[config.mk]
export PLATFORM = sky130hd
export DESIGN_NAME = neuron_param_wb_initiator
export DESIGN_NICKNAME = d
export VERILOG_FILES = /design/src/rtl/neuron_wb_pkg.sv /design/src/rtl/neuron_param_wb_initiator_timeout.sv /design/src/rtl/neuron_param_wb_initiator.sv
export SDC_FILE = /design/constraint.sdc
export NUM_CORES = 1
export LEC_CHECK = 0
export BUFFER_PORTS_ARGS = -buffer_cell sky130_fd_sc_hd__buf_2
export CORE_ASPECT_RATIO = 0.75
export CORE_MARGIN = 4
export CORE_UTILIZATION = 35
export CTS_BUF_LIST = sky130_fd_sc_hd__clkbuf_8
export CTS_CLUSTER_DIAMETER = 60
export DETAILED_ROUTE_END_ITERATION = 8
export PLACE_DENSITY = 0.72
export SLEW_MARGIN = 5
export SYNTH_ARGS = -nofsm -noshare
export SYNTH_HDL_FRONTEND = slang
export SYNTH_SLANG_ARGS = --single-unit
[constraint.sdc]
create_clock -name wb_clk_i -period 3.75 [get_ports wb_clk_i]
set_input_delay 0.1875 -clock wb_clk_i [delete_from_list [all_inputs] [get_ports wb_clk_i]]
set_output_delay 0.1875 -clock wb_clk_i [all_outputs]
set_load 0.05 [all_outputs]
[src/rtl/neuron_wb_pkg.sv]
// Shared definitions for the neuron parameter Wishbone initiator:
// FSM state encoding, parameter-segment address map and word bit fields.
package neuron_wb_pkg;

    typedef enum logic [1:0] {
        ST_IDLE = 2'd0,
        ST_REQ  = 2'd1,
        ST_GAP  = 2'd2,
        ST_RESP = 2'd3
    } wb_state_e;

    // Parameter segment address map (byte addresses)
    localparam logic [31:0] PARAM_BASE    = 32'h3000_4000;
    localparam logic [31:0] NEURON_STRIDE = 32'd16;
    localparam logic [31:0] WORD_OFFSET   = 32'd16;

    // Byte lanes
    localparam logic [3:0] SEL_ALL = 4'hF;
    localparam logic [3:0] SEL_VP  = 4'b1000;

    // Word 0 fields
    localparam int VP_MSB    = 31;
    localparam int VP_LSB    = 24;
    localparam int RESET_MSB = 23;
    localparam int RESET_LSB = 16;
    localparam int LEAK_MSB  = 15;
    localparam int LEAK_LSB  = 8;
    localparam int THR_MSB   = 7;
    localparam int THR_LSB   = 0;
    // Words 1.. carry synaptic weights over the full word
    localparam int WEIGHT_MSB = 31;
    localparam int WEIGHT_LSB = 0;

    // Byte address of parameter word k of a neuron; 32-bit wrap is intended.
    function automatic logic [31:0] word_addr(input logic [7:0] neuron, input logic [1:0] k);
        return PARAM_BASE + ({24'h0, neuron} * NEURON_STRIDE) + WORD_OFFSET + {28'h0, k, 2'b00};
    endfunction

endpackage

[src/rtl/neuron_param_wb_initiator_timeout.sv]
// Cycle counter bounding how long STB may wait for ACK.
// expired is high during the LIMIT-th enabled cycle since the last clear.
module wb_timeout_counter #(
    parameter int unsigned LIMIT = 255
) (
    input  logic clk,
    input  logic rst,
    input  logic enable,
    input  logic clear,
    output logic expired
);
    localparam int unsigned CW = (LIMIT < 2) ? 1 : $clog2(LIMIT + 1);

    logic [CW-1:0] count_q;

    // Count enabled cycles; hold once the limit is reached
    always_ff @(posedge clk or posedge rst) begin
        if (rst) begin
            count_q <= '0;
        end else if (clear) begin
            count_q <= '0;
        end else if (enable && !expired) begin
            count_q <= count_q + 1'b1;
        end
    end

    assign expired = (count_q == CW'(LIMIT - 1));

endmodule

[src/rtl/neuron_param_wb_initiator.sv]
// Wishbone classic initiator that fetches a neuron's parameter words or
// writes back its voltage potential byte.
//
// state   | meaning
// --------+------------------------------------------------------------
// IDLE    | waiting for a scheduler command, cmd_ready_o high
// REQ     | CYC/STB asserted for word k, waiting for ACK or timeout
// GAP     | bus released, waiting for the slave to drop a held ACK
// RESP    | result presented until the scheduler takes it
module neuron_param_wb_initiator
    import neuron_wb_pkg::*;
#(
    parameter int unsigned WORDS_PER_NEURON = 3,
    parameter int unsigned TIMEOUT_CYCLES   = 255
) (
    input  logic        wb_clk_i,
    input  logic        wb_rst_i,
    output logic        wbm_cyc_o,
    output logic        wbm_stb_o,
    output logic        wbm_we_o,
    output logic [3:0]  wbm_sel_o,
    output logic [31:0] wbm_adr_o,
    output logic [31:0] wbm_dat_o,
    input  logic        wbm_ack_i,
    input  logic [31:0] wbm_dat_i,
    input  logic        cmd_valid_i,
    output logic        cmd_ready_o,
    input  logic        cmd_write_i,
    input  logic [7:0]  cmd_neuron_i,
    input  logic [7:0]  cmd_vp_i,
    output logic        rsp_valid_o,
    input  logic        rsp_ready_i,
    output logic        rsp_error_o,
    output logic [31:0] param_word0_o,
    output logic [31:0] param_word1_o,
    output logic [31:0] param_word2_o,
    output logic [31:0] param_word3_o
);

    wb_state_e   state_q, state_d;
    logic [7:0]  neuron_q;
    logic [7:0]  vp_q;
    logic        write_q;
    logic [1:0]  k_q;
    logic [31:0] words_q [4];
    logic        error_q;

    logic        accept;
    logic        capture;
    logic        advance;
    logic        timeout;
    logic        rsp_done;
    logic        tmo_enable;
    logic        tmo_expired;
    logic        last_word;

    assign last_word = (k_q == 2'(WORDS_PER_NEURON - 1));

    wb_timeout_counter #(
        .LIMIT (TIMEOUT_CYCLES)
    ) u_timeout (
        .clk     (wb_clk_i),
        .rst     (wb_rst_i),
        .enable  (tmo_enable),
        .clear   (state_q != ST_REQ),
        .expired (tmo_expired)
    );

    // State register; async reset drops CYC/STB immediately
    always_ff @(posedge wb_clk_i or posedge wb_rst_i) begin
        if (wb_rst_i) begin
            state_q <= ST_IDLE;
        end else begin
            state_q <= state_d;
        end
    end

    // Next-state and bus/handshake outputs; bus fields are zero outside REQ
    always_comb begin
        state_d     = state_q;
        cmd_ready_o = 1'b0;
        rsp_valid_o = 1'b0;
        wbm_cyc_o   = 1'b0;
        wbm_stb_o   = 1'b0;
        wbm_we_o    = 1'b0;
        wbm_sel_o   = 4'h0;
        wbm_adr_o   = 32'h0;
        wbm_dat_o   = 32'h0;
        accept      = 1'b0;
        capture     = 1'b0;
        advance     = 1'b0;
        timeout     = 1'b0;
        rsp_done    = 1'b0;
        tmo_enable  = 1'b0;
        case (state_q)
            ST_IDLE: begin
                cmd_ready_o = 1'b1;
                if (cmd_valid_i) begin
                    accept  = 1'b1;
                    state_d = ST_REQ;
                end
            end
            ST_REQ: begin
                wbm_cyc_o  = 1'b1;
                wbm_stb_o  = 1'b1;
                wbm_we_o   = write_q;
                wbm_sel_o  = write_q ? SEL_VP : SEL_ALL;
                wbm_adr_o  = word_addr(neuron_q, k_q);
                wbm_dat_o[VP_MSB:VP_LSB] = vp_q;
                tmo_enable = 1'b1;
                if (wbm_ack_i) begin
                    capture = !write_q;
                    state_d = ST_GAP;
                end else if (tmo_expired) begin
                    timeout = 1'b1;
                    state_d = ST_RESP;
                end
            end
            ST_GAP: begin
                // Slaves may hold ACK until they see CYC low
                if (!wbm_ack_i) begin
                    if (write_q || last_word) begin
                        state_d = ST_RESP;
                    end else begin
                        advance = 1'b1;
                        state_d = ST_REQ;
                    end
                end
            end
            ST_RESP: begin
                rsp_valid_o = 1'b1;
                if (rsp_ready_i) begin
                    rsp_done = 1'b1;
                    state_d  = ST_IDLE;
                end
            end
            default: state_d = ST_IDLE;
        endcase
    end

    // Command latch, word index, fetched words and error flag
    always_ff @(posedge wb_clk_i or posedge wb_rst_i) begin
        if (wb_rst_i) begin
            neuron_q <= 8'h0;
            vp_q     <= 8'h0;
            write_q  <= 1'b0;
            k_q      <= 2'd0;
            error_q  <= 1'b0;
            for (int i = 0; i < 4; i++) begin
                words_q[i] <= 32'h0;
            end
        end else begin
            if (accept) begin
                neuron_q <= cmd_neuron_i;
                vp_q     <= cmd_vp_i;
                write_q  <= cmd_write_i;
                k_q      <= 2'd0;
            end
            if (advance) begin
                k_q <= k_q + 2'd1;
            end
            if (capture) begin
                words_q[k_q] <= wbm_dat_i;
            end
            if (timeout) begin
                error_q <= 1'b1;
            end else if (rsp_done) begin
                error_q <= 1'b0;
            end
        end
    end

    assign rsp_error_o   = error_q;
    assign param_word0_o = (WORDS_PER_NEURON > 0) ? words_q[0] : 32'h0;
    assign param_word1_o = (WORDS_PER_NEURON > 1) ? words_q[1] : 32'h0;
    assign param_word2_o = (WORDS_PER_NEURON > 2) ? words_q[2] : 32'h0;
    assign param_word3_o = (WORDS_PER_NEURON > 3) ? words_q[3] : 32'h0;

endmodule

### Word level (Yosys, flattened, before mapping)

Cells that the tools add are included.
Widths: inputs -> output; s select.

| storage, ports and cells | value |
|---|---|
| register bits | 158 |
| output and inout port bits | 202 |
| word-level logic and storage cells | 75 |

| cells by class | value |
|---|---|
| $add $sub $neg | 5 |
| magnitude comparators | 2 |
| eq/ne operators | 10 |
| multiplexer cells | 36 |
| bitwise gates (word level) | 1 |
| reductions and logical operators | 10 |

Operators with widths:

| operator | count |
|---|---|
| $bwmux 128 | 1 |
| $demux 32 s2 | 1 |
| $mux 32 | 2 |
| $add 31x5->32 const B | 1 |
| $add 32x4->32 | 1 |
| $add 30x12->31 const A | 1 |
| $mux 8 | 3 |
| $mux 1 | 18 |
| $mux 2 | 8 |
| $add 8x1->8 const B | 1 |
| $eq 8x8->1 const B | 1 |
| $pmux 2 s4 | 1 |
| $eq 2x2->1 const B | 3 |
| $ne 2x2->1 const B | 3 |
| $reduce_bool 2->1 | 3 |
| $mux 4 | 1 |
| $reduce_and 4->1 | 1 |
| $ge 3x3->1 const B | 1 |
| $lt 3x1->1 const B | 1 |
| $mux 3 | 1 |
| $ne 3x2->1 const B | 1 |
| $not 2->3 | 1 |
| $add 2x1->2 const B | 1 |
| $eq 2x1->1 const B | 1 |
| other kinds (5) | 7 |

### Depth between registers and ports, before layout

| depth | value |
|---|---|
| word-level depth | 6 |
| depth in mapped cells | 6 |
| depth with buffers taken out | 5 |

### By module

A second synthesis with hierarchy kept.

| unflattened totals | value |
|---|---|
| cells, all modules | 454 |
| area, all modules | 6284.8 sq um |

By module, submodules not included:

| module | times used | cells an instance | area an instance (sq um) | sequential area each (sq um) |
|---|---|---|---|---|
| neuron_param_wb_initiator | 1 | 402 | 5795.6 | 2952.8 |
| wb_timeout_counter | 1 | 52 | 489.2 | 200.2 |

### Worst setup path after synthesis

OpenSTA, ideal clock, no wires.

| path | value |
|---|---|
| kind | register to output |
| start | register state_q[1] |
| end | output wbm_sel_o[1] |
| data arrival time | 2.021 ns |
| slack | 1.542 ns |
| stages on the path, launching flop included | 7 |
| path buffers | 4 |
| cells stage by stage | dfrtp_1 > buf_2 > nand2b_4 > buf_6 > clkbuf_1 > nor2_1 > buf_4 |

| between the ends | value |
|---|---|
| word-level cells in the longest chain between the ends | 2 |

Ends and longest elaborated chain:

| what | RTL line | text |
|---|---|---|
| start: declaration | neuron_param_wb_initiator.sv:40 | `wb_state_e state_q, state_d;` |
| start signal: assignment | neuron_param_wb_initiator.sv:74 | `state_q <= state_d;` |
| $eq 2x1->1 | neuron_param_wb_initiator.sv:95 | `case (state_q)` |
| $mux 4 | neuron_param_wb_initiator.sv:95 |  |
| end: declaration | neuron_param_wb_initiator.sv:21 | `output logic [3:0] wbm_sel_o,` |

No other way between the ends.

### Final worst setup path

| path | value |
|---|---|
| start | register state_q[1] |
| end | output wbm_dat_o[28] |

| between the ends | value |
|---|---|
| word-level cells in the longest chain between the ends | 2 |

Ends and longest elaborated chain:

| what | RTL line | text |
|---|---|---|
| $eq 2x1->1 | neuron_param_wb_initiator.sv:95 |  |
| $mux 8 | neuron_param_wb_initiator.sv:95 |  |
| end: declaration | neuron_param_wb_initiator.sv:23 | `output logic [31:0] wbm_dat_o,` |

No other way between the ends.

==> reports/metrics.yaml <==
drc: 0
finalWirelength_um: 14100
syn_area_per_cell_sq_um: 14.0
die-height_um: 124
cts_setup_buffers: 0
nets: 731
ys.flop_type: "dfrtp_1"
drt-pass1-iter-count: 4
synth_top_family_by_area: "multiplexers"
synth-simple-area-share_pct: 6.11
clock_sinks: 126
drtIter0Drc: 193
clkLatencyLatePin_ns: 0.42
final_cell_mix: "buf_2, dfrtp_1, mux2_4"
via_count: 3923
slew_headroom_pct: 46.5
dieWidth_um: 162
synth_edf_count: 0
ant_nets: 0
grt_pass1_vias: 4028
fin_hold_ws_ns: 0.0565
rsz0062_at_grt: "false"
worstHoldPathCells: 2
async_flop_share_pct: 100
maxSlewViolCount: 0
antenna_found_initial: 0
avgRoutedWirePerCell_um: 15.3
maxCapViolCount: 0
worstPathMaxFanout: 21
grt_max_degree: 66
endpoint_kind: "output pin"
power.density_mw_per_mm2: 1010
dpl_cell_area_sq_mm: 0.00698
setup_violations: 0
dieArea_sq_mm: 0.0201
htreeDepth: 4
yosys-mux-area-fraction_pct: 26.7
cts_buffers: 17
fill_cells: 1579
gp_congestion: 0.781
grt_usage_pct: 13.8
hold_path_class: "in -> reg"
syn_inst: 446
n_antenna_cell: 0
hold_viol: 0
cts_buffer_depth: 2
start_util_pct: 36.4
yosys.area_share.xor_xnor_pct: 0.421
startpoint_type: "register"
fin_area_sq_mm: 0.00789
yosys_warnings: 0
tightest_slew_ns: 0.803
core-area_sq_mm: 0.0171
pin_count: 256
synth_compound_area_share_pct: 2.31
cts_root_buf: "clkbuf_8"
fin_crit_sh_pct: 62.8
area_growth_pct: 26.4
portBuffers: 181
setup_ws_ns: 1.39
cp.arrival_ns: 2.17
rows: 41
seq_area_frac_synth_pct: 50.5
critPathKind: "reg -> out"
worst_r2r_path_depth: 3
tritoncts: "yes"
synth-seq-cells: 126
fin_util_pct: 46.0
vias_per_cell: 4.26
synthDistinctLibCells: 41
path_clk_slew_ns: 0.07
status: "completed"
grt_pass1_wl_um: 21900
p_leak_uw: 0.00429
synth_area_sq_mm: 0.00624
tns_ns: 0
dp_hpwl_um: 9280
worstPathRequired_ns: 3.56
synthAdderAreaFrac_pct: 1.20
max_freq_mhz: 424
min_period_ns: 2.36
drive_above_1_share_pct: 49.4
final_common_cell: "buf_2"
grt_remaining_overflow: 0
ir_drop_mv: 0.709
clock_skew_ns: 0.0126
preCtsSetupSlack_ns: 1.83
==> layout make-up <==
| cell class | instances | area, sq um | share of cell area, % |
|---|---|---|---|
| Clock buffer | 18 | 248 | 3.14 |
| Multi-Input combinational cell | 287 | 2570 | 32.6 |
| Inverter | 7 | 28.8 | 0.365 |
| Sequential cell | 126 | 3150 | 40.0 |
| Timing Repair Buffer | 232 | 1420 | 18.1 |
| Tap cell | 236 | 295 | 3.74 |
| Clock inverter | 14 | 165 | 2.09 |
==> timing repair <==
item	4_1_cts	5_1_grt
endpoints found under the hold margin	157	3
resized for setup	0	0
hold buffers	47	2
==> metal layers <==
metal  vias up  GRT usage, %  part of all wire (%)
li1       1831             -                     -
met1      1918          17.6                    44
met2       163          21.9                    46
met3        11          5.69                   8.3
met4         0          3.91                   1.2
met5         -             0                     0
==> synth_stat cells, types with 2 or more instances <==
| cell | number | share of area (%) |
|---|---|---|
| a31oi_1 | 3 | 0.30 |
| xor2_1 | 2 | 0.28 |
| ha_1 | 6 | 1.2 |
| mux2i_1 | 2 | 0.32 |
| or3_1 | 3 | 0.30 |
| nand2_1 | 9 | 0.54 |
| mux2_4 | 90 | 22 |
| nor3_1 | 4 | 0.32 |
| dfrtp_1 | 126 | 51 |
| inv_1 | 7 | 0.42 |
| buf_4 | 83 | 10 |
| nor3b_1 | 3 | 0.36 |
| mux2_2 | 26 | 4.7 |
| and3_1 | 2 | 0.20 |
| nor2b_1 | 2 | 0.20 |
| buf_6 | 11 | 2.0 |
| a21oi_1 | 7 | 0.56 |
| and2_1 | 11 | 1.1 |
| o21ai_0 | 5 | 0.40 |
| nand2_4 | 3 | 0.54 |
| nand4_1 | 2 | 0.20 |
| nand3_1 | 8 | 0.64 |
| clkbuf_1 | 4 | 0.24 |
| nor2_1 | 10 | 0.60 |
==> sequential cells by signal, indices dropped and copies added (netlist names) <==
register and count:
param_word0_o 32, param_word1_o 32, param_word2_o 32, neuron_q 8, u_timeout.count_q 8, vp_q 8
k_q 2, state_q 2, rsp_error_o 1, write_q 1
==> metrics by stage <==
stage | instances | total power (uW)
3_5_place_dp | 839 | 6730
3_3_place_gp | 839 | 6670
5_1_grt | 920 | 8360
4_1_cts | 918 | 8050
2_1_floorplan | 519 | 5960
6_report | 920 | 7980
==> where the power goes <==
| part | internal, uW | switching [uW] |
|---|---|---|
| sequential | 1920 | 393 |
| combinational | 1350 | 3070 |
| clock | 677 | 564 |
| total | 3950 | 4030 |
==> kinds of logic after synthesis <==
kind of cell | after synthesis
and+or+nand+nor | 64
xor gates and xnor gates | 3
AOI/OAI and AO/OA | 22
DFF | 126
muxes | 118
other | 1
adders and majority gates | 6
buffers and inverters | 106
==> worst paths after layout <==
path                          startpoint           endpoint  slack [ns]
hold / removal             wbm_dat_i[23]  param_word2_o[23]        0.06
hold reg to reg              rsp_error_o        rsp_error_o        0.50
min in group asynchronous       wb_rst_i            vp_q[4]        0.49
setup / recovery              state_q[1]      wbm_dat_o[28]        1.39
max in group asynchronous       wb_rst_i  param_word2_o[24]        2.43
setup reg to reg              state_q[0]  param_word0_o[17]        1.85
==> worst max-delay path, cell delays in order, from the launching register on <==
cell and delay, ns:
dfrtp_1 0.49, nand2b_4 0.29, inv_1 0.47, and2_1 0.22
buf_2 0.27
Power figures use the tool's default switching activity.
